`src/rtl/vga_timing_640x480.sv`:
```
// VGA 640x480 timing generator: pixel divider, h/v counters, registered sync/blank decode.
// Outputs are registered and aligned with hcount/vcount; there is no backpressure.
module vga_timing_640x480 #(
    parameter int CLK_DIV  = 4,
    parameter int H_ACTIVE = 640,
    parameter int H_FP     = 16,
    parameter int H_SYNC   = 96,
    parameter int H_BP     = 48,
    parameter int V_ACTIVE = 480,
    parameter int V_FP     = 10,
    parameter int V_SYNC   = 2,
    parameter int V_BP     = 33
) (
    input  logic        clk,
    input  logic        rst,
    output logic [10:0] hcount,
    output logic [10:0] vcount,
    output logic        hsync,
    output logic        vsync,
    output logic        blank,
    output logic        pix_tick,
    output logic        frame_start,
    output logic [7:0]  frame_count
);
    localparam int H_TOTAL = H_ACTIVE + H_FP + H_SYNC + H_BP;
    localparam int V_TOTAL = V_ACTIVE + V_FP + V_SYNC + V_BP;

    localparam logic [4:0]  DIV_LAST = 5'(CLK_DIV - 1);
    localparam logic [10:0] H_LAST   = 11'(H_TOTAL - 1);
    localparam logic [10:0] V_LAST   = 11'(V_TOTAL - 1);
    localparam logic [10:0] H_ACT    = 11'(H_ACTIVE);
    localparam logic [10:0] V_ACT    = 11'(V_ACTIVE);
    localparam logic [10:0] HS_START = 11'(H_ACTIVE + H_FP);
    localparam logic [10:0] HS_END   = 11'(H_ACTIVE + H_FP + H_SYNC);
    localparam logic [10:0] VS_START = 11'(V_ACTIVE + V_FP);
    localparam logic [10:0] VS_END   = 11'(V_ACTIVE + V_FP + V_SYNC);

    logic [4:0]  div_q, div_d;
    logic [10:0] hcount_q, hcount_d;
    logic [10:0] vcount_q, vcount_d;
    logic        hsync_q, hsync_d;
    logic        vsync_q, vsync_d;
    logic        blank_q, blank_d;
    logic        pix_tick_q, pix_tick_d;
    logic        frame_start_q, frame_start_d;
    logic [7:0]  frame_count_q, frame_count_d;
    logic        advance;
    logic        frame_wrap;

    always_comb begin
        advance       = (div_q == DIV_LAST);
        frame_wrap    = 1'b0;
        div_d         = advance ? 5'd0 : div_q + 5'd1;
        hcount_d      = hcount_q;
        vcount_d      = vcount_q;
        frame_count_d = frame_count_q;

        if (advance) begin
            if (hcount_q == H_LAST) begin
                hcount_d = 11'd0;
                if (vcount_q == V_LAST) begin
                    vcount_d   = 11'd0;
                    frame_wrap = 1'b1;
                end else begin
                    vcount_d = vcount_q + 11'd1;
                end
            end else begin
                hcount_d = hcount_q + 11'd1;
            end
        end

        if (frame_wrap) begin
            frame_count_d = frame_count_q + 8'd1;
        end

        // Decode from the next counter values so the registered syncs line up with the counters.
        hsync_d       = !((hcount_d >= HS_START) && (hcount_d < HS_END));
        vsync_d       = !((vcount_d >= VS_START) && (vcount_d < VS_END));
        blank_d       = (hcount_d >= H_ACT) || (vcount_d >= V_ACT);
        pix_tick_d    = advance;
        frame_start_d = frame_wrap;
    end

    always_ff @(posedge clk or posedge rst) begin
        if (rst) begin
            div_q         <= 5'd0;
            hcount_q      <= 11'd0;
            vcount_q      <= 11'd0;
            hsync_q       <= 1'b1;
            vsync_q       <= 1'b1;
            blank_q       <= 1'b0;
            pix_tick_q    <= 1'b0;
            frame_start_q <= 1'b0;
            frame_count_q <= 8'd0;
        end else begin
            div_q         <= div_d;
            hcount_q      <= hcount_d;
            vcount_q      <= vcount_d;
            hsync_q       <= hsync_d;
            vsync_q       <= vsync_d;
            blank_q       <= blank_d;
            pix_tick_q    <= pix_tick_d;
            frame_start_q <= frame_start_d;
            frame_count_q <= frame_count_d;
        end
    end

    assign hcount      = hcount_q;
    assign vcount      = vcount_q;
    assign hsync       = hsync_q;
    assign vsync       = vsync_q;
    assign blank       = blank_q;
    assign pix_tick    = pix_tick_q;
    assign frame_start = frame_start_q;
    assign frame_count = frame_count_q;
endmodule

```
`config.mk`:
```
export PLATFORM = sky130hd
export DESIGN_NAME = vga_timing_640x480
export DESIGN_NICKNAME = d
export VERILOG_FILES = /design/src/rtl/vga_timing_640x480.sv
export SDC_FILE = /design/constraint.sdc
export NUM_CORES = 1
export LEC_CHECK = 0
export BUFFER_PORTS_ARGS = -buffer_cell sky130_fd_sc_hd__buf_2
export CAP_MARGIN = 10
export CORE_UTILIZATION = 30
export CTS_BUF_LIST = sky130_fd_sc_hd__clkbuf_4
export DETAILED_ROUTE_END_ITERATION = 6
export SYNTH_ARGS = -nofsm -noshare
export SYNTH_HDL_FRONTEND = slang
export SYNTH_SLANG_ARGS = --single-unit
```
`constraint.sdc`:
```
create_clock -name clk -period 3.65 [get_ports clk]
set_input_delay 0.1825 -clock clk [delete_from_list [all_inputs] [get_ports clk]]
set_output_delay 0.1825 -clock clk [all_outputs]
set_load 0.02 [all_outputs]
```
---- After elaboration in Yosys (flattened, before gate mapping) ----
Index checks and enable logic that the tools add are counted.
word-level totals
  register bits ........................... 40
  bits in latches ......................... 0
  RAM bits ................................ 0
  ROM bits ................................ 0
  input bits .............................. 2
  logic and storage cells ................. 36
  memories kept ........................... 0
cells by class
  add/sub/neg operators ................... 4
  multipliers ............................. 0
  divide/modulo/power cells ............... 0
  $lt $le $gt $ge ......................... 6
  eq/ne operators ......................... 3
  shift-type cells ........................ 0
  multiplexer cells ....................... 9
  bitwise logic cells ..................... 0
  reductions and logical operators ........ 5
operator list
  operator               count
  $mux 11                5
  $add 11x1->11 const B  2
  $eq 11x10->1 const B   2
  $ge 11x10->1 const B   2
  $ge 11x9->1 const B    2
  $lt 11x10->1 const B   1
  $lt 11x9->1 const B    1
  $add 8x1->8 const B    1
  $add 5x1->5 const B    1
  $eq 5x2->1 const B     1
  $mux 5                 1
  $mux 1                 3
  $logic_and 1x1->1      2
  $logic_not 1->1        2
  $logic_or 1x1->1       1

---- Logic depth before layout (Yosys ltp) ----
  word-level depth ........................ 7
  depth in mapped cells ................... 8
  gate-level depth less buffers ........... 7

---- Worst setup path before layout ----
OpenSTA, ideal clock, no wires.
  path kind ............................... reg2reg
  start point ............................. register hcount_q[5], in the netlist hcount[5]
  end point ............................... register frame_count_q[3], in the netlist frame_count[3]
  library setup time ...................... 130 ps
  arrival ................................. 2,338 ps
  data required time ...................... 3,520 ps
  path slack .............................. 1,182 ps
  cell stages (with the launch flop) ...... 7
  buffers on the path ..................... 2
  clock period less this slack ............ 2,468 ps
  cells stage by stage .................... dfrtp_1 buf_6 or4_4 or4_4 buf_6 or3_1 xnor2_1
on the way
  cells in the longest elaborated chain, start to end .. 3
ends and longest elaborated chain
  element                 line  text
  start, declared         39    logic [10:0] hcount_q, hcount_d;
  start signal, assigned  97    hcount_q <= hcount_d;
  $eq 11x10->1            59    if (hcount_q == H_LAST) begin
  $mux 1                  59
  $mux 1                  58    if (advance) begin
  end signal, assigned    104   frame_count_q <= frame_count_d;
  end, declared           46    logic [7:0] frame_count_q, frame_count_d;
No other way between the ends.
A chain may end at the register's enable or synchronous reset.

---- Worst setup path after layout ----
  start point ............................. register div_q[0]
  end point ............................... register blank_q, in the netlist blank
on the way
  cells in the longest elaborated chain, start to end .. 4
ends and longest elaborated chain
  element                                             line  text
  start, declared                                     38    logic [4:0] div_q, div_d;
  start signal, assigned                              96    div_q <= div_d;
  $eq 5x2->1 (*)                                      51    advance = (div_q == DIV_LAST);
  $mux 11                                             58
  $ge 11x10->1 / $ge 11x9->1 (equally long branches)  79    blank_d = (hcount_d >= H_ACT) || (vcount_d >= V_ACT);
  $logic_or 1x1->1 (*)                                79
  via blank_d                                         43    logic blank_q, blank_d;
  end signal, assigned                                101   blank_q <= blank_d;
  end, declared                                       43
The timed path passes the listed nets; every way through them passes the cells marked *.

==> out/results.txt <==
The H-tree depth is 2, and the number of max-slew violations in the final report is 0. Using the TritonRoute via totals, the vias-per-cell ratio works out to 5.01. In this run the worst path has a maximum fanout of 14. Synthesis instantiated 49 different standard cells from the library.

The leakage power was 0.00110 uW. The worst register-to-register path begins at div_q[0]. The tools report the post-cts hold buffer count as 0.

Classification of the worst setup path: flip-flop to flip-flop. The core region is 6790 um2. The number of buffers created by CTS is 5. In this run the clock root is driven by a clkbuf_4. The class of the worst hold path was input pin to async pin. Before antenna repair, the detailed router went through 5 iterations.

The initial antenna violation count is 0, and the post-route fraction of the period consumed by the critical path is 73.1%. The residual overflow from global routing is 0. Primary flip-flop cell chosen by synthesis mapping: dfrtp_1. At the pin with the least slew margin, the transition time is 0.983 ns.

The clock-pin slew on the worst setup and hold paths was 0.12 ns; the die extent in x was 85.9 um. When the netlist entered floorplanning its net count stood at 217. The run gives 40 as the CTS sink count. The cell count after synthesis came out at 210. For the worst-skew pair, the clock arrives at the later sink with an insertion delay of 0.35 ns. The congestion estimate from routability-driven global placement came to 0.833. The clock arrives with 0.0151 ns of skew. TritonCTS built the clock tree. The number of setup buffers added after CTS is 0. For this run, design rule violations remaining after detail routing come to 0. For this block, the initial DRC count from the detailed router was 89.

The total power density per cell area is 278 nW/um2. The minimum setup slack among reg-to-reg paths came out at 0.98 ns. For the synthesis warning total, the log shows 0. The number of cells on the worst reg-to-reg path is 6. The die covers 7380 um2. The synthesized area per cell was 10.1 um2. The tools report the cell internal power dissipation as 515 uW. Sequential cells were found to cover 47.5% of the synthesized design area. The count of port buffers added during placement was 36.

The worst-case clock buffer depth was 2. Via count of the first global-routing pass: 1678. The logs give 65.9% for the fraction of power consumed by sequential logic and 0 for the final number of hold-violating endpoints.

The area occupied by multi-input gates was 1030 um2. The synthesized design contains 40 register bits. Setup total negative slack on the finished layout was measured at 0 ns. After filler insertion, the fill cell instance count of the layout stands at 703.

The tools report the aggregate global-route resource usage as 13.7%. The tools report the part of the power in combinational logic as 1.4%. The time the final worst path needs with I/O delays and setup works out to 2.67 ns. Commonest non-fill, non-tap cell in the layout: dfrtp_1. The run finished with clean final reports. The fraction of layout instances using a drive strength above 1 came out at 21.5%. Of all flip-flops after synthesis, the portion carrying an async set or reset was 100%. The worst slew margin relative to its limit is 34.4%. In this run the count of I/O pins placed on the die edge is 37. The worst setup path is launched from a flip-flop. Setup repair after global routing left no endpoint under its margin. Terminus of the critical flop-to-flop path: blank. Once the floorplan was initialized, standard cells occupied 31.1% of the core. For this block, the routed nets add up to 4.67 mm of wire.

The sequential cells in the finished layout cover a total of 1000 um2. The final antenna-violating net count came out at 0. The repair_antennas step left the layout with diodes totalling 0. For this design the total switching power over the nets is 157 uW. Setup violations remaining at the end of the flow were counted as 0. At the worst endpoint, the required time is 3.89 ns. The number of vias after detailed routing came out at 1719. The area growth from synthesis to layout is 14.6%.

Clock power share: 32.7%. The count of flip-flops with a built-in enable after synthesis is 0, and the post-detailed-placement half-perimeter wirelength is 3.36 mm. Max-cap violation count: 0. The post-synth design cell area was 2110 um2. The average routed wire per standard cell came out at 13.6 um. Entering global routing, the biggest net connects 26 pins. The run gives 375 MHz as the upper clock frequency limit. The run gives 0.103 mV as the worst-case vdd ir drop.

For the placement row count, the log shows 30. STA classifies the critical path endpoint as a flip-flop. The first global-routing pass estimated 8.02 mm of wire.

The run gives 2.91 ns as the data arrival time of the worst path. In the layout the commonest cells are 38 x dfrtp_1, 36 x buf_2, 19 x nand2_1. The number of instances resized during post-cts repair was 0; the switching power as a share of total power was 23.4%. In this run the vertical extent of the chip is 85.9 um. Hold is met by 0.0355 ns. Number of nets in the layout: 253.
==> worst max-delay path, stage by stage, from the launching register on <==
cell and delay (ns):
dfrtp_1 0.39, ha_1 0.20, or4b_1 0.67, or4_4 0.68
o211ai_1 0.20, o2bb2a_1 0.25, nand4bb_1 0.18
==> synthesized netlist by cell type (all sizes together), types with 2 or more instances <==
library cell / instances / area (um2)
dfrtp: 38 / 951
a31oi: 2 / 12.5
nand4b: 2 / 17.5
a21o: 3 / 22.5
xnor2: 10 / 87.6
inv: 7 / 26.3
a211oi: 2 / 15.0
nor3: 5 / 25.0
clkbuf: 3 / 12.5
nand2: 19 / 71.3
o21ai: 17 / 85.1
nand4: 10 / 62.6
and3: 2 / 12.5
a21oi: 5 / 25.0
o41ai: 2 / 17.5
or3: 2 / 12.5
xor2: 8 / 70.1
ha: 5 / 62.6
dfstp: 2 / 52.6
nor4bb: 2 / 20.0
nand3: 15 / 75.1
or4: 2 / 22.5
nor2: 9 / 41.3
nor4: 6 / 37.5
mux2i: 2 / 20.0
o31ai: 4 / 30.0
buf: 6 / 51.3
and4: 3 / 26.3
==> logic make-up after synthesis <==
kind of cell,synth area share [%]
flip-flops,47.5
buffers and inverters,4.26
XOR/XNOR,7.46
AO/OA/AOI/OAI,13.2
adder cells (fa/ha/maj),2.96
multiplexers,1.48
AND/OR/NAND/NOR,23.2
==> area by class of cell <==
class | instances | area share, %
Multi-Input combinational cell | 154 | 42.4
Inverter | 7 | 1.08
Timing Repair Buffer | 38 | 8.06
Clock buffer | 5 | 1.55
Sequential cell | 40 | 41.4
Clock inverter | 3 | 0.568
Tap cell | 96 | 4.96
==> stage by stage <==
| stage | cells | power, uW | cell area [um2] | util [%] | setup slack, ns |
|---|---|---|---|---|---|
| after floorplan | 210 | 458 | 2110 | - | 1.18 |
| after global placement | 335 | 462 | 2370 | 34.9 | 1.02 |
| after detailed placement | 335 | 462 | 2370 | 34.9 | 0.967 |
| after CTS | 343 | 685 | 2420 | 35.7 | 0.970 |
| after global routing | 343 | 703 | 2420 | 35.7 | 0.847 |
| final | 343 | 673 | 2420 | 35.7 | 0.981 |
==> flip-flops by register name, indices dropped and copies added, names as in the netlist <==
signal	count
frame_count	8
vsync	1
pix_tick	1
hsync	1
frame_start	1
hcount	11
vcount	11
blank	1
div_q	5
==> power by group through the flow <==
stage | registers [uW] | logic, uW | clock network, uW
3_5_place_dp | 452 | 10.8 | 0
4_1_cts | 443 | 10.8 | 231
5_1_grt | 443 | 11.8 | 248
6_report | 443 | 9.74 | 220
3_3_place_gp | 452 | 10.6 | 0
2_1_floorplan | 452 | 6.49 | 0
==> worst max path at each step <==
| stage | depth (start not counted) | start | slack [ns] | end |
|---|---|---|---|---|
| floorplan | 6 | hcount[5] | 1.18 | frame_count[3] |
| global placement | 6 | div_q[0] | 1.02 | blank |
| detailed placement | 6 | div_q[0] | 0.97 | blank |
| CTS | 6 | div_q[0] | 0.97 | blank |
| global route | 6 | div_q[0] | 0.85 | blank |
| finish | 6 | div_q[0] | 0.98 | blank |
==> routing by layer <==
metal,global-route usage (%),vias up,wire length (um)
met5,0,-,0
met4,3.64,0,53
met3,3.46,7,211
met2,21.4,39,2130
met1,19.0,817,2280
li1,-,856,-
No activity file was read; power rests on OpenSTA's default activity.
